==> config.mk <==
export PLATFORM = sky130hd
export DESIGN_NAME = wb_regfile
export DESIGN_NICKNAME = d
export VERILOG_FILES = /design/src/rtl/wb_regfile.sv
export SDC_FILE = /design/constraint.sdc
export NUM_CORES = 2
export LEC_CHECK = 0
export BUFFER_PORTS_ARGS = -buffer_cell sky130_fd_sc_hd__buf_2
export CORE_UTILIZATION = 30
export CTS_BUF_LIST = sky130_fd_sc_hd__clkbuf_4
export CTS_CLUSTER_DIAMETER = 200
export DETAILED_ROUTE_END_ITERATION = 10
export PLACE_DENSITY_LB_ADDON = 0.25
export RECOVER_POWER = 25
export SETUP_SLACK_MARGIN = 0.2
export SYNTH_ARGS = -nofsm -noshare
export SYNTH_HDL_FRONTEND = slang
export SYNTH_SLANG_ARGS = --single-unit
==> constraint.sdc <==
create_clock -name clk -period 3.18 [get_ports clk]
set_input_delay 0.477 -clock clk [delete_from_list [all_inputs] [get_ports clk]]
set_output_delay 0.477 -clock clk [all_outputs]
set_load 0.02 [all_outputs]
==> src/rtl/wb_regfile.sv <==
`default_nettype none
// +----------------------------------------------------------------------------+
// | wb_regfile : writeback result select, load extraction and 32x32 register   |
// |              file with two combinational read ports and write-through.     |
// | Revision   : 1.0                                                           |
// +----------------------------------------------------------------------------+
module wb_regfile #(
  parameter int XLEN    = 32,
  parameter int NREGS   = 32,
  parameter int RADDR_W = 5
) (
  input  logic               clk,
  input  logic               rst_n,
  input  logic               reg_wrW,
  input  logic [1:0]         result_srcW,
  input  logic [2:0]         funct3W,
  input  logic [XLEN-1:0]    ALU_resultW,
  input  logic [XLEN-1:0]    rd_dataW,
  input  logic [XLEN-1:0]    PCp4W,
  input  logic [RADDR_W-1:0] rdW,
  input  logic [RADDR_W-1:0] rs1D,
  input  logic [RADDR_W-1:0] rs2D,
  output logic [XLEN-1:0]    rd1D,
  output logic [XLEN-1:0]    rd2D,
  output logic [XLEN-1:0]    resultW,
  output logic               load_misalignW,
  output logic [31:0]        wb_countW
);

  localparam logic [2:0] c_LB  = 3'b000;
  localparam logic [2:0] c_LH  = 3'b001;
  localparam logic [2:0] c_LW  = 3'b010;
  localparam logic [2:0] c_LBU = 3'b100;
  localparam logic [2:0] c_LHU = 3'b101;

  localparam logic [1:0] c_SRC_ALU  = 2'b00;
  localparam logic [1:0] c_SRC_LOAD = 2'b01;
  localparam logic [1:0] c_SRC_PC4  = 2'b10;

  logic [XLEN-1:0] r_regs [NREGS];
  logic [31:0]     r_wb_count;

  logic [1:0]      w_off;
  logic [7:0]      w_byte;
  logic [15:0]     w_half;
  logic [XLEN-1:0] w_load;
  logic            w_misalign;
  logic [XLEN-1:0] w_result;
  logic            w_we;

  assign w_off = ALU_resultW[1:0];

  always_comb begin
    w_byte = 8'h00;
    case (w_off)
      2'd0:    w_byte = rd_dataW[7:0];
      2'd1:    w_byte = rd_dataW[15:8];
      2'd2:    w_byte = rd_dataW[23:16];
      default: w_byte = rd_dataW[31:24];
    endcase
    w_half = w_off[1] ? rd_dataW[31:16] : rd_dataW[15:0];

    w_load = '0;
    case (funct3W)
      c_LB:    w_load = {{(XLEN-8){w_byte[7]}}, w_byte};
      c_LBU:   w_load = {{(XLEN-8){1'b0}}, w_byte};
      c_LH:    w_load = {{(XLEN-16){w_half[15]}}, w_half};
      c_LHU:   w_load = {{(XLEN-16){1'b0}}, w_half};
      c_LW:    w_load = rd_dataW;
      default: w_load = '0;
    endcase
  end

  assign w_misalign = (result_srcW == c_SRC_LOAD) &&
                      ((((funct3W == c_LH) || (funct3W == c_LHU)) && w_off[0]) ||
                       ((funct3W == c_LW) && (w_off != 2'd0)));

  always_comb begin
    w_result = '0;
    case (result_srcW)
      c_SRC_ALU:  w_result = ALU_resultW;
      c_SRC_LOAD: w_result = w_load;
      c_SRC_PC4:  w_result = PCp4W;
      default:    w_result = '0;
    endcase
  end

  assign w_we = reg_wrW && (rdW != '0) && !w_misalign;

  // Read port: x0 reads zero, a same-cycle write to the same index is bypassed.
  function automatic logic [XLEN-1:0] read_port(input logic [RADDR_W-1:0] rs);
    if (rs == '0)
      return '0;
    else if (w_we && (rs == rdW))
      return w_result;
    else
      return r_regs[rs];
  endfunction

  always_ff @(posedge clk or negedge rst_n) begin
    if (!rst_n) begin
      for (int i = 0; i < NREGS; i++)
        r_regs[i] <= '0;
      r_wb_count <= '0;
    end else if (w_we) begin
      r_regs[rdW] <= w_result;
      r_wb_count  <= r_wb_count + 32'd1;
    end
  end

  assign rd1D           = read_port(rs1D);
  assign rd2D           = read_port(rs2D);
  assign resultW        = w_result;
  assign load_misalignW = w_misalign;
  assign wb_countW      = r_wb_count;

endmodule
`default_nettype wire

==> flow_summary.ini <==
[grt]
grt_use_total_pct = 24.5
grt_pass1_vias = 48500
grt_overflow = 0
grt_pass1_wl_mm = 344
grt_max_degree = 119
antenna_found_initial = 18

[setup_path]
r2r-end = wb_countW[16]$_DFFE_PN0P_
path_class = register to primary output
critPathCaptureType = primary output
cp-start-kind = register
cp.arrival_ns = 3.43
critPathMaxFanout = 3
cp.required_ns = 2.70
reg2reg_slack_ns = 1.38
worst-r2r-cell-count = 6
rr_startpoint = wb_countW[2]$_DFFE_PN0P_

[placement]
hpwlAfterDp_mm = 155
post-place-ws_ns = -0.463
port_buffers = 247
place_area_sq_mm = 0.0649
gp_congestion = 0.867

[clock_tree]
clockBufferDepth = 4
clk_latency_ns = 1.25
cts_made_buffers = 317
htree_levels = 5
clkSinkCount = 1056
path_clk_slew_ns = 0.06
cts_tree = built
cts_root_buffer = clkbuf_4

[route]
ant_nets = 0
vias_per_cell = 5.49
wl_per_cell_microns = 26.7
wl_mm = 238
drc = 10
vias = 49000
first_iter_violations = 4837
dr.pass1.iters = 9

[logic_synthesis]
synth_cell_types = 64
ys_warn_count = 0
syn_avg_cell_area_sq_um = 10.1
syn_area_sq_mm = 0.0569
syn_nets = 5742
synth_top_cells_by_area = dfrtp_1 46%, mux4_2 12%, o21ai_0 9.2%, nand2_1 7.7%, mux2i_1 7.0%
ys_ff_latch = 1056
synth-edff-count = 0
yosys.area.top_type = dfrtp_1
synth_top_area_share_pct = 46.4
yosysSeqAreaShare_pct = 46.4
async_flop_share_pct = 100
synth_ff_type = dfrtp_1
netlist_instances = 5622

[floorplan]
io_pins = 248
core_sq_mm = 0.188
num_rows = 159
die_w_microns = 438
dieHeight_microns = 438
die_area_sq_mm = 0.192
start_util_pct = 30.3

[worst_hold_path]
hp-start = reg_wrW
hold_path_class = primary input to register
min_path_cells = 5
holdPathEnd = wb_countW[2]$_DFFE_PN0P_

[sta]
drv_slew = 16
fin_skew_ns = 0.0263
setup_viol = 134
finalHoldViolations = 0
fin_crit_sh_pct = 123
max_freq_mhz = 256
slew_headroom_pct = -54.5
finalCriticalPeriod_ns = 3.91
rsz0062_at_grt = true
setup_slack_ns = -0.732
tightest_slew_ns = 2.32

[run]
maxCapViolations = 1

[cells_and_area]
fillerInstances = 18800
drive_above_1_share_pct = 29.7
final_area_sq_mm = 0.0711
final_nets = 6353
synthToLayoutAreaGrowth_pct = 24.9

[power]
power_mw = 37.6
power_density_mw_per_mm2 = 529
peakVddDrop_v = 0.000368
leakage_nw = 31.4

[run_status]
outcome = finished with violations
violations = design-rule violations, max-capacitance violations, max-slew violations, negative setup slack
## layout make-up
| cell class | count | area [sq um] | area share [%] |
|---|---|---|---|
| Clock inverter | 60 | 284 | 0.399 |
| Clock buffer | 445 | 3340 | 4.70 |
| Multi-Input combinational cell | 3929 | 29200 | 41.0 |
| Antenna cell | 15 | 37.5 | 0.0528 |
| Timing Repair Buffer | 889 | 8560 | 12.0 |
| Inverter | 40 | 170 | 0.239 |
| Sequential cell | 1056 | 26400 | 37.2 |
| Tap cell | 2495 | 3120 | 4.39 |
## cells in the mapped netlist, types with 8 or more instances
cell,n
mux2i_1,396
inv_1,39
a21oi_1,80
nor3_1,25
nand3_4,10
a211oi_1,71
a221oi_1,66
a22oi_1,108
a32oi_1,54
nand3_2,11
clkbuf_1,324
buf_4,38
nand2_1,1163
o32ai_1,32
o22a_1,14
buf_2,157
o21ai_1,71
buf_1,29
a222oi_1,8
nand4_1,15
mux4_2,309
a221o_1,25
o21ai_0,1044
clkbuf_2,44
nand3_1,20
and2_1,8
dfrtp_1,1056
mux2_2,27
xor2_1,9
o211ai_1,12
nor2b_1,78
o221ai_1,11
nor2_1,120
and3_1,30
o31ai_1,36
xnor2_1,32
## layout by cell type (no fill, tap or decap), types with 68 or more instances in the layout
cell type	instances
mux4_2	309
buf_4	438
dfrtp_1	1056
o21ai_0	958
o21ai_1	122
buf_2	169
a211oi_1	68
a22oi_1	106
buf_12	155
nor2_1	97
nand2_1	1156
mux2i_1	395
clkbuf_4	452
nor2b_1	70
## state kept, by name, summed over array words and instances (netlist names)
register   count
r_regs      1024
wb_countW     32
## logic make-up (layout without fill, tap and decap cells)
logic type / count (synthesis) / after routing / synth area share [%]
AOI/OAI and AO/OA: 1652 / 1652 / 17.1
xor gates and xnor gates: 41 / 41 / 0.631
adders and majority gates: 1 / 1 / 0.0220
buffers and inverters: 637 / 1434 / 4.96
DFF: 1056 / 1056 / 46.4
muxes: 732 / 732 / 19.7
other: 0 / 15 / 0
and+or+nand+nor: 1503 / 1503 / 11.1
## worst max-delay path, stage by stage, from the launching register on
cell and delay (ns):
dfrtp_1 0.40, mux4_2 0.48, nor2b_4 0.14, a31oi_1 0.15
o211ai_1 0.12, buf_4 0.17, a22oi_2 0.24, o21ai_1 0.11
buf_4 0.17, buf_6 0.13
## how the worst max path moves through the flow
| stage | startpoint | endpoint | slack (ns) |
|---|---|---|---|
| 4_1_cts | r_regs[894]$_DFFE_PN0P_ | rd2D[30] | -0.79 |
| 3_5_place_dp | rdW[3] | rd2D[26] | -0.46 |
| 5_1_grt | r_regs[926]$_DFFE_PN0P_ | rd2D[30] | -0.82 |
| 2_1_floorplan | funct3W[0] | rd1D[30] | 0.23 |
| 3_3_place_gp | ALU_resultW[0] | rd2D[26] | -0.52 |
| 6_report | r_regs[932]$_DFFE_PN0P_ | rd2D[4] | -0.73 |
## metal layers
metal  track usage (%)  wire length (microns)  vias up
met5                 0                     13        -
met4              11.4                  10900        2
met3              4.21                  16600      534
met2              38.9                 111000     2105
met1              32.6                 100000    24600
li1                  -                      -    21800
## where the power goes
| part | switching [mW] | internal (mW) | total, mW |
|---|---|---|---|
| clock | 6.16 | 6.51 | 12.7 |
| combinational | 4.52 | 3.72 | 8.24 |
| sequential | 1.41 | 15.3 | 16.7 |
## stage by stage
step                      utilization [%]  hold slack (ns)  instances  TNS (ns)
after global routing                 37.8          -0.0198       8929    -47.65
after CTS                            37.2         0.000908       8866    -39.12
after floorplan                         -            0.181       5622         0
after global placement               34.5            0.377       8305    -11.83
after detailed placement             34.5            0.383       8305    -12.87
final                                37.8           0.0144       8929    -29.11
## repair_timing
action | in CTS | in global routing
gates resized for setup | 276 | 212
gates cloned | 0 | 1
pin swaps | 85 | 65
endpoints found under the hold margin | 1270 | 0
hold buffers | 34 | 0
setup buffers | 22 | 47
setup endpoints to repair | 78 | 77
No activity file was read; power rests on OpenSTA's default activity.
